[config.mk]
export PLATFORM = sky130hd
export DESIGN_NAME = sfp_stream_link
export DESIGN_NICKNAME = d
export VERILOG_FILES = /design/src/rtl/sfp_link_pkg.sv /design/src/rtl/sfp_stream_deser.sv /design/src/rtl/sfp_stream_link.sv
export SDC_FILE = /design/constraint.sdc
export NUM_CORES = 1
export LEC_CHECK = 0
export BUFFER_PORTS_ARGS = -buffer_cell sky130_fd_sc_hd__buf_4
export CORE_MARGIN = 10
export CORE_UTILIZATION = 60
export CTS_CLUSTER_SIZE = 10
export DETAILED_ROUTE_END_ITERATION = 8
export GPL_TIMING_DRIVEN = 0
export PLACE_DENSITY = 0.95
export SKIP_CTS_REPAIR_TIMING = 1
export SLEW_MARGIN = 10
export SYNTH_ARGS = -nofsm -noshare
export SYNTH_HDL_FRONTEND = slang
export SYNTH_SLANG_ARGS = --single-unit
export TNS_END_PERCENT = 30
[constraint.sdc]
create_clock -name i_clk -period 4 [get_ports i_clk]
set_clock_uncertainty 0.1 [all_clocks]
set_input_delay 0.4 -clock i_clk [delete_from_list [all_inputs] [get_ports i_clk]]
set_output_delay 0.4 -clock i_clk [all_outputs]
set_load 0.05 [all_outputs]
[src/rtl/sfp_link_pkg.sv]
`default_nettype none
// +--------------------------------------------------------------------+
// | sfp_link_pkg : shared FSM encodings and sizing helpers for the link |
// | Revision     : 1.0                                                  |
// +--------------------------------------------------------------------+
package sfp_link_pkg;

    typedef enum logic [0:0] {
        TX_IDLE = 1'b0,
        TX_SEND = 1'b1
    } tx_state_e;

    typedef enum logic [1:0] {
        RX_IDLE    = 2'd0,
        RX_COLLECT = 2'd1,
        RX_DROP    = 2'd2
    } rx_state_e;

    function automatic int beats_per_frame(input int word_w, input int beat_w);
        return word_w / beat_w;
    endfunction

    // A counter over n values; never narrower than one bit.
    function automatic int cnt_width(input int n);
        return (n > 1) ? $clog2(n) : 1;
    endfunction

endpackage
`default_nettype wire

[src/rtl/sfp_stream_deser.sv]
`default_nettype none
// +--------------------------------------------------------------------+
// | sfp_stream_deser : AXIS beats -> wide word assembler with timeout   |
// | Revision         : 1.0                                              |
// +--------------------------------------------------------------------+
module sfp_stream_deser
    import sfp_link_pkg::*;
#(
    parameter int BEAT_W  = 32,
    parameter int WORD_W  = 256,
    parameter int TIMEOUT = 1024
) (
    input  logic              clk_i,
    input  logic              rst_ni,
    input  logic [BEAT_W-1:0] beat_data_i,
    input  logic              beat_valid_i,
    input  logic              beat_last_i,
    output logic              beat_ready_o,
    output logic [WORD_W-1:0] word_o,
    output logic              word_valid_o,
    output logic              err_o
);
    localparam int N     = beats_per_frame(WORD_W, BEAT_W);
    localparam int CW    = cnt_width(N);
    localparam int GW    = cnt_width(TIMEOUT);
    localparam int ACC_W = (N > 1) ? (WORD_W - BEAT_W) : 1;

    rx_state_e         state_q, state_d;
    logic [CW-1:0]     cnt_q, cnt_d;
    logic [GW-1:0]     gap_q, gap_d;
    logic [ACC_W-1:0]  acc_q, acc_d;
    logic [WORD_W-1:0] word_q, word_d;
    logic              end_q, end_d;
    logic              err_q, err_d;
    logic [ACC_W-1:0]  w_base;
    logic [WORD_W-1:0] w_assembled;
    logic              w_last_beat;

    assign beat_ready_o = rst_ni;
    assign w_base       = (state_q == RX_IDLE) ? '0 : acc_q;
    // cnt_q is zero in idle, so this also marks the single beat when N == 1
    assign w_last_beat  = (cnt_q == CW'(N - 1));

    generate
        if (N > 1) begin : g_multi_beat
            assign w_assembled = {w_base, beat_data_i};
        end else begin : g_single_beat
            assign w_assembled = beat_data_i;
        end
    endgenerate

    always_comb begin
        state_d = state_q;
        cnt_d   = cnt_q;
        gap_d   = gap_q;
        acc_d   = acc_q;
        word_d  = word_q;
        end_d   = 1'b0;
        err_d   = 1'b0;
        if (beat_valid_i) begin
            gap_d = '0;
            if (state_q == RX_DROP) begin
                if (beat_last_i) begin
                    state_d = RX_IDLE;
                end
            end else if (w_last_beat) begin
                cnt_d = '0;
                if (beat_last_i) begin
                    word_d  = w_assembled;
                    end_d   = 1'b1;
                    state_d = RX_IDLE;
                end else begin
                    err_d   = 1'b1;
                    state_d = RX_DROP;
                end
            end else if (beat_last_i) begin
                cnt_d   = '0;
                err_d   = 1'b1;
                state_d = RX_IDLE;
            end else begin
                acc_d   = w_assembled[ACC_W-1:0];
                cnt_d   = cnt_q + 1'b1;
                state_d = RX_COLLECT;
            end
        end else if (state_q != RX_IDLE) begin
            if (gap_q == GW'(TIMEOUT - 1)) begin
                err_d   = 1'b1;
                cnt_d   = '0;
                gap_d   = '0;
                state_d = RX_IDLE;
            end else begin
                gap_d = gap_q + 1'b1;
            end
        end
    end

    always_ff @(posedge clk_i or negedge rst_ni) begin
        if (!rst_ni) begin
            state_q <= RX_IDLE;
            cnt_q   <= '0;
            gap_q   <= '0;
            acc_q   <= '0;
            word_q  <= '0;
            end_q   <= 1'b0;
            err_q   <= 1'b0;
        end else begin
            state_q <= state_d;
            cnt_q   <= cnt_d;
            gap_q   <= gap_d;
            acc_q   <= acc_d;
            word_q  <= word_d;
            end_q   <= end_d;
            err_q   <= err_d;
        end
    end

    assign word_o       = word_q;
    assign word_valid_o = end_q;
    assign err_o        = err_q;

endmodule
`default_nettype wire

[src/rtl/sfp_stream_link.sv]
`default_nettype none
// +--------------------------------------------------------------------+
// | sfp_stream_link : wide word <-> AXI-Stream link (TX serializer top) |
// | Revision        : 1.0                                               |
// +--------------------------------------------------------------------+
module sfp_stream_link
    import sfp_link_pkg::*;
#(
    parameter int C_AXIS_TDATA_WIDTH = 32,
    parameter int C_DATA_STREAM_BIT  = 256,
    parameter int C_RX_TIMEOUT       = 1024
) (
    input  logic                          i_clk,
    input  logic                          i_rst,
    input  logic [C_DATA_STREAM_BIT-1:0]  i_tx_stream_data,
    input  logic                          i_sfp_start_flag,
    output logic [C_DATA_STREAM_BIT-1:0]  o_rx_stream_data,
    output logic                          o_sfp_end_flag,
    output logic                          o_tx_busy,
    output logic                          o_rx_err,
    output logic [C_AXIS_TDATA_WIDTH-1:0] m_axis_tdata,
    output logic                          m_axis_tvalid,
    input  logic                          m_axis_tready,
    output logic                          m_axis_tlast,
    input  logic [C_AXIS_TDATA_WIDTH-1:0] s_axis_tdata,
    input  logic                          s_axis_tvalid,
    output logic                          s_axis_tready,
    input  logic                          s_axis_tlast
);
    localparam int N  = beats_per_frame(C_DATA_STREAM_BIT, C_AXIS_TDATA_WIDTH);
    localparam int CW = cnt_width(N);

    tx_state_e                    tx_state_q, tx_state_d;
    logic [C_DATA_STREAM_BIT-1:0] tx_sr_q, tx_sr_d;
    logic [CW-1:0]                tx_cnt_q, tx_cnt_d;
    logic                         w_tx_send;
    logic                         w_tx_last;

    assign w_tx_send = (tx_state_q == TX_SEND);
    assign w_tx_last = w_tx_send && (tx_cnt_q == CW'(N - 1));

    always_comb begin
        tx_state_d = tx_state_q;
        tx_sr_d    = tx_sr_q;
        tx_cnt_d   = tx_cnt_q;
        case (tx_state_q)
            TX_IDLE: begin
                if (i_sfp_start_flag) begin
                    tx_sr_d    = i_tx_stream_data;
                    tx_cnt_d   = '0;
                    tx_state_d = TX_SEND;
                end
            end
            TX_SEND: begin
                // Starts arriving here are dropped; the handler must wait for !busy.
                if (m_axis_tready) begin
                    tx_sr_d  = tx_sr_q << C_AXIS_TDATA_WIDTH;
                    tx_cnt_d = tx_cnt_q + 1'b1;
                    if (w_tx_last) begin
                        tx_state_d = TX_IDLE;
                    end
                end
            end
            default: tx_state_d = TX_IDLE;
        endcase
    end

    always_ff @(posedge i_clk or negedge i_rst) begin
        if (!i_rst) begin
            tx_state_q <= TX_IDLE;
            tx_sr_q    <= '0;
            tx_cnt_q   <= '0;
        end else begin
            tx_state_q <= tx_state_d;
            tx_sr_q    <= tx_sr_d;
            tx_cnt_q   <= tx_cnt_d;
        end
    end

    assign m_axis_tdata  = tx_sr_q[C_DATA_STREAM_BIT-1 -: C_AXIS_TDATA_WIDTH];
    assign m_axis_tvalid = w_tx_send;
    assign m_axis_tlast  = w_tx_last;
    assign o_tx_busy     = w_tx_send;

    sfp_stream_deser #(
        .BEAT_W  (C_AXIS_TDATA_WIDTH),
        .WORD_W  (C_DATA_STREAM_BIT),
        .TIMEOUT (C_RX_TIMEOUT)
    ) u_deser (
        .clk_i        (i_clk),
        .rst_ni       (i_rst),
        .beat_data_i  (s_axis_tdata),
        .beat_valid_i (s_axis_tvalid),
        .beat_last_i  (s_axis_tlast),
        .beat_ready_o (s_axis_tready),
        .word_o       (o_rx_stream_data),
        .word_valid_o (o_sfp_end_flag),
        .err_o        (o_rx_err)
    );

endmodule
`default_nettype wire

==> results.sh, run 1 <==
export IMPL_power_density_nw_per_um2=599
export IMPL_ys_flop_type="dfrtp_1"
export IMPL_pwr_share_clk_pct=28.0
export IMPL_netlist_area_leader_share_pct=57.8
export IMPL_clkLatencyLatePin_ns=0.65
export IMPL_die_area_um2=64400
export IMPL_cts_buffers_inserted=86
export IMPL_leakage_uw=0.0218
export IMPL_drt_wl_total_mm=112
export IMPL_pre_cts_ws_ns=1.17
export IMPL_io_buffer_count=586
export IMPL_synth_fp_nets=2796
export IMPL_antenna_found_initial=6
export IMPL_netlist_top_cells_area="dfrtp_1 (58%), mux2_4 (9.0%), mux2_2 (8.7%)"
export IMPL_cp_end_kind="flop"
export IMPL_syn_to_final_growth_pct=27.6
export IMPL_yosys_warnings=0
export IMPL_cts_root_buf="clkbuf_16"
export IMPL_first_pass_iters=5
export IMPL_setup_viol=0
export IMPL_core_area_um2=53900
export IMPL_hp_class="input port to flop"
export IMPL_final_antenna_net_count=0
export IMPL_dpl_cell_count=3783
export IMPL_regArea_um2=18900
export IMPL_cp_max_fo=10
export IMPL_syn_area_per_cell_um2=13.1
export IMPL_fin_crit_sh_pct=75.5
export IMPL_n_fill_cell=2994
export IMPL_nets=3597
export IMPL_overflow=0
export IMPL_initial_utilization_pct=60.8
export IMPL_die_w_um=254
export IMPL_grt_start_max_net_pins=117
export IMPL_timing_final_ws_setup_ns=0.979
export IMPL_finish_utilization_pct=77.5
export IMPL_grt_pass1_wl_mm=158
export IMPL_p_comb_share_pct=31.0
export IMPL_switchingPower_uw=9070
export IMPL_violations="negative hold slack"
export IMPL_ys_seq_area_share_pct=57.8
export IMPL_vdd_drop_max_mv=0.558
export IMPL_start_kind="flop"
export IMPL_max_stage_delay_ns=0.47
export IMPL_power_internal_uw=16000
export IMPL_cts_tree="done"
export IMPL_dpl_hpwl_mm=77.9
export IMPL_power_frac_seq_pct=41.0
export IMPL_synth_distinct_cells=40
export IMPL_clk_pin_slew_ns=0.06
export IMPL_status="finished with violations"
export IMPL_finalCriticalPeriod_ns=3.02
export IMPL_globalRouteTotalUtil_pct=32.4
export IMPL_ioPinCount=588
export IMPL_crit_type="flop to flop"
export IMPL_route_detailed_drc=0
export IMPL_yosysTopAreaCell="dfrtp_1"
export IMPL_synth_seq_cells=757
export IMPL_cap_violations=0
export IMPL_placed_cell_area_um2=38200
export IMPL_rows=85
export IMPL_async_flop_share_pct=100
export IMPL_netlist_instances=2494
export IMPL_htreeDepth=3
export IMPL_cts_sinks=757
export IMPL_wl_per_cell_um=27.9
export IMPL_rsz0062_at_grt="no"
export IMPL_design_area_um2=41800
export IMPL_finalSetupTns_ns=0
export IMPL_viasPerCell=5.98
export IMPL_synth_edf_count=0
export IMPL_switching_share_pct=36.2
export IMPL_drive_above_1_share_pct=38.4
export IMPL_vias=23989
export IMPL_synth_area_um2=32800
export IMPL_crit_top_cell="ha_1"
export IMPL_relSlewSlack_pct=38.2
export IMPL_multiInputGateArea_um2=12400
export IMPL_finalMaxSlewViolations=0
export IMPL_die_height_um=254
export IMPL_slowest_stage="buf_2"
export IMPL_gp_congestion=0.921
export IMPL_grt_pass1_vias=24936
export IMPL_drt_initial_drc_count=1898
export IMPL_worstPathArrival_ns=3.40
export IMPL_hold_worst_slack_ns=-0.0345
export IMPL_cts_max_path_buffers=3
export IMPL_finalHoldViolations=50
export IMPL_tightest_slew_ns=0.915
export IMPL_crit_chain="ha_1, ha_1, ha_1, clkbuf_1, and3_4, buf_6, buf_2, clkbuf_1, o21ai_0"
export IMPL_fmax_mhz=331
export IMPL_critPathRequiredTime_ns=4.38
export IMPL_final_cells=4014
-- power by group through the flow --
| stage | Sequential [uW] | Combinational [uW] | Clock (uW) |
|---|---|---|---|
| floorplan | 11500 | 3380 | 0 |
| global placement | 10100 | 7190 | 0 |
| detailed placement | 10200 | 7450 | 0 |
| CTS | 10200 | 7550 | 6990 |
| global route | 10400 | 8170 | 7340 |
| finish | 10300 | 7750 | 7020 |
-- cells in the final DEF (no fill, tap or decap), types with 3 or more instances in the layout --
cell type      count
inv_6              3
and2_1           194
clkbuf_1          83
buf_8             21
dlygate4sd3_1    120
mux2i_1          227
buf_6              3
mux2_4           197
buf_4            622
clkbuf_8           3
ha_1               8
or4_1              3
clkbuf_16         87
buf_16             7
dfrtp_1          757
nor2_1             6
nand2_1          234
o31ai_1            3
buf_2             69
inv_1             38
diode_2            8
mux2_2           254
o21ai_0          261
a22o_1            35
a21oi_1            9
nand4_1           34
-- area by class of cell --
class,instances,share of cell area (%)
flip-flops and latches,757,45.3
well taps,696,2.08
clock buffers,97,5.37
repair buffers,713,13.9
inverters,38,0.341
multi-input cells,1492,29.7
diodes,8,0.0479
plain buffers,207,3.03
clock inverters,6,0.222
-- worst max-delay path: cells and delay by family, from the launching register on --
family,cells,cell delay (ns)
flops,1,0.40
buf+inv,4,1.32
compound gates,1,0.17
simple gates,1,0.25
fa+ha+maj,3,0.64
-- synthesized netlist by cell type, drive strengths merged (2+ instances only) --
library cell	instances
and2	194
a22o	35
mux2	451
or4	3
ha	8
o311ai	3
xor2	2
or3	2
nand2	234
clkbuf	76
o31ai	3
mux2i	227
nor2b	2
inv	38
buf	131
nand3	2
nor4	2
nor3	2
a21oi	9
o22ai	2
a221oi	2
nand4	34
o21ai	261
nor2	6
dfrtp	757
nand2b	2
-- metal layers --
layer  share of wire, %  wire, um  global-route usage (%)
met5                  0         0                       0
met4                6.2      7000                    15.5
met3                7.3      8230                    7.89
met2                 50     55700                    55.2
met1                 37     41100                    38.0
-- cell families (layout without fill, tap and decap cells) --
kind of cell / Yosys count / in the layout / share of synthesized area [%]
mux: 678 / 678 / 24.7
xor+xnor: 3 / 3 / 0.0802
compound gates: 318 / 318 / 5.37
fa+ha+maj: 8 / 8 / 0.305
simple gates: 485 / 485 / 7.45
other cells: 0 / 8 / 0
buf+inv: 245 / 1061 / 4.30
flops: 757 / 757 / 57.8
-- per-stage QoR --
stage               power [uW]  hold slack, ns
finish                   25000         -0.0345
floorplan                14900         0.00441
global route             25900         0.00110
detailed placement       17700           0.302
CTS                      24700          -0.366
global placement         17300           0.360
-- registers in the layout, indices dropped and copies added, names as in the netlist --
signal / count
tx_cnt_q: 3
u_deser.acc_q: 224
u_deser.gap_q: 10
u_deser.state_q: 2
u_deser.word_o: 256
tx_sr_q: 256
u_deser.cnt_q: 3
u_deser.word_valid_o: 1
m_axis_tvalid: 1
u_deser.err_o: 1
-- path summary, 6_finish.rpt --
path                                       startpoint             endpoint  slack (ns)  depth (start not counted)
worst max-delay path                 u_deser.cnt_q[0]  u_deser.word_o[233]        0.98                          9
worst min-delay path            i_tx_stream_data[252]         tx_sr_q[252]       -0.03                          3
worst max register to register       u_deser.cnt_q[0]  u_deser.word_o[233]        0.98                          9
worst min register to register           tx_sr_q[245]         tx_sr_q[245]        0.38                          2
max in group asynchronous                       i_rst   u_deser.word_o[58]        1.71                          5
min in group asynchronous                       i_rst         tx_sr_q[221]        0.25                          2
No activity file was read; power rests on OpenSTA's default activity.
==> run 2: changes to the inputs <==
- CORE_UTILIZATION: 60 -> 56
- PLACE_DENSITY: 0.95 -> 0.9
- clock period: 4 -> 2.97 ns (I/O delays scaled with it)
==> run 2 against run 1 <==
  * The run ends with negative hold slack, max-capacitance violations, max-slew violations, negative setup slack left
  * Sequential share of layout area shrank 2.0 points
  * Design area grew 4.6%
  * Hold slack lost 0.049 ns
  * Flip-flop and latch count is the same
  * Setup slack lost 1.4 ns
  * Cell count grew 6.9%
  * Core utilization shrank 1.9 points
  * Via count grew 9.7%
  * Critical path type unchanged
  * Critical endpoint is now tx_sr_q[151]
  * Largest cell class unchanged
  * Highest routed layer is now met5
==> results.sh, run 2 (synthesis results as in run 1) <==
export IMPL_placed_cell_area_um2=38300
export IMPL_antenna_found_initial=54
export IMPL_leakage_uw=0.0226
export IMPL_final_cells=4289
export IMPL_fin_crit_sh_pct=114
export IMPL_start_kind="flop"
export IMPL_cts_tree="done"
export IMPL_dpl_cell_count=3852
export IMPL_clkLatencyLatePin_ns=0.66
export IMPL_cts_root_buf="clkbuf_16"
export IMPL_route_detailed_drc=0
export IMPL_rows=88
export IMPL_finalSetupTns_ns=-0.657
export IMPL_final_common_cell="dfrtp_1"
export IMPL_ioPinCount=588
export IMPL_multiInputGateArea_um2=12400
export IMPL_vdd_drop_max_mv=0.805
export IMPL_gr_usage_met2_pct=45.3
export IMPL_core_area_um2=57800
export IMPL_final_cell_mix="dfrtp_1 (757), buf_4 (622), dlygate4sd3_1 (288)"
export IMPL_hp_class="input port to flop"
export IMPL_setup_viol=5
export IMPL_critPathCapture="tx_sr_q[151]"
export IMPL_grt_busiest_layer="met2"
export IMPL_r2r_cells=5
export IMPL_clk_pin_slew_ns=0.07
export IMPL_initial_utilization_pct=56.7
export IMPL_io_buffer_count=586
export IMPL_finalMaxSlewViolations=2
export IMPL_regArea_um2=18900
export IMPL_met1_usage_pct=35.5
export IMPL_status="finished with violations"
export IMPL_vias=26316
export IMPL_worstPathArrival_ns=3.64
export IMPL_finalHoldViolations=3
export IMPL_die_area_um2=68600
export IMPL_die_height_um=262
export IMPL_violations="negative hold slack, max-capacitance violations, max-slew violations, negative setup slack"
export IMPL_drive_above_1_share_pct=36.6
export IMPL_overflow=0
export IMPL_critPathRequiredTime_ns=3.22
export IMPL_dpl_hpwl_mm=73.7
export IMPL_grt_pass1_wl_mm=149
export IMPL_nets=3766
export IMPL_die_w_um=262
export IMPL_timing_final_ws_setup_ns=-0.425
export IMPL_first_pass_iters=8
export IMPL_reg2reg_to="tx_sr_q[151]"
export IMPL_finalCriticalPeriod_ns=3.39
export IMPL_cp_end_kind="flop"
export IMPL_gp_congestion=0.942
export IMPL_drt_initial_drc_count=3203
export IMPL_htreeDepth=3
export IMPL_cp_max_fo=10
export IMPL_cts_max_path_buffers=3
export IMPL_globalRouteTotalUtil_pct=28.6
export IMPL_drt_wl_total_mm=125
export IMPL_syn_to_final_growth_pct=33.4
export IMPL_reg2reg_from="m_axis_tvalid"
export IMPL_crit_type="flop to flop"
export IMPL_tightest_slew_ns=2.01
export IMPL_cap_violations=1
export IMPL_r2r_setup_slack_ns=-0.42
export IMPL_fmax_mhz=295
export IMPL_grt_pass1_vias=24490
export IMPL_power_density_nw_per_um2=798
export IMPL_hold_worst_slack_ns=-0.0834
export IMPL_design_area_um2=43700
export IMPL_crit_start="m_axis_tvalid"
export IMPL_cts_sinks=757
export IMPL_relSlewSlack_pct=-35.2
export IMPL_n_fill_cell=3152
export IMPL_cts_buffers_inserted=87
export IMPL_viasPerCell=6.14
export IMPL_holdPathStages=3
export IMPL_final_antenna_net_count=0
export IMPL_use_met3_pct=6.56
export IMPL_wl_per_cell_um=29.1
export IMPL_grt_start_max_net_pins=116
==> run 2: stage by stage <==
stage / total power, uW / util, % / setup WS (ns)
3_3_place_gp: 23300 / 66.0 / -6.94
2_1_floorplan: 20100 / - / 0.736
6_report: 34900 / 75.6 / -0.425
5_1_grt: 35900 / 75.6 / -0.886
3_5_place_dp: 23700 / 66.3 / 0.171
4_1_cts: 33300 / 70.4 / 0.0741
==> run 2: worst min path at each step <==
stage | start | end | slack (ns)
2_1_floorplan | i_rst | m_axis_tvalid | -0.1
3_3_place_gp | tx_sr_q[47] | tx_sr_q[47] | 0.36
3_5_place_dp | i_rst | tx_sr_q[157] | 0.18
4_1_cts | i_rst | tx_sr_q[161] | -0.49
5_1_grt | i_tx_stream_data[86] | tx_sr_q[86] | -0.07
6_report | i_tx_stream_data[86] | tx_sr_q[86] | -0.08
==> run 2: power by group <==
group | total, uW | switching, uW | internal (uW)
Sequential | 14000 | 1680 | 12400
Clock | 9720 | 4400 | 5320
Combinational | 11200 | 7160 | 4000
Total | 34900 | 13200 | 21700
==> run 2: critical path, stage by stage, from the launching register on <==
cell and delay, ns:
dfrtp_1 0.45, buf_4 0.20, mux2i_1 0.15, clkbuf_1 0.31
clkbuf_1 0.31, o21ai_0 1.58
==> run 2: area by class of cell <==
type	instances	area share, %
Sequential cell	757	43.3
Clock buffer	95	5.09
Antenna cell	44	0.252
Tap cell	765	2.19
Multi-Input combinational cell	1492	28.4
Timing Repair Buffer	882	17.2
Inverter	38	0.326
Buffer	206	2.88
Clock inverter	10	0.352
==> run 2: per-layer routing <==
| layer | up-vias | share of wire [%] |
|---|---|---|
| met5 | - | 0.21 |
| met4 | 22 | 8.7 |
| met3 | 860 | 11 |
| met2 | 1885 | 45 |
| met1 | 13019 | 34 |
| li1 | 10530 | - |
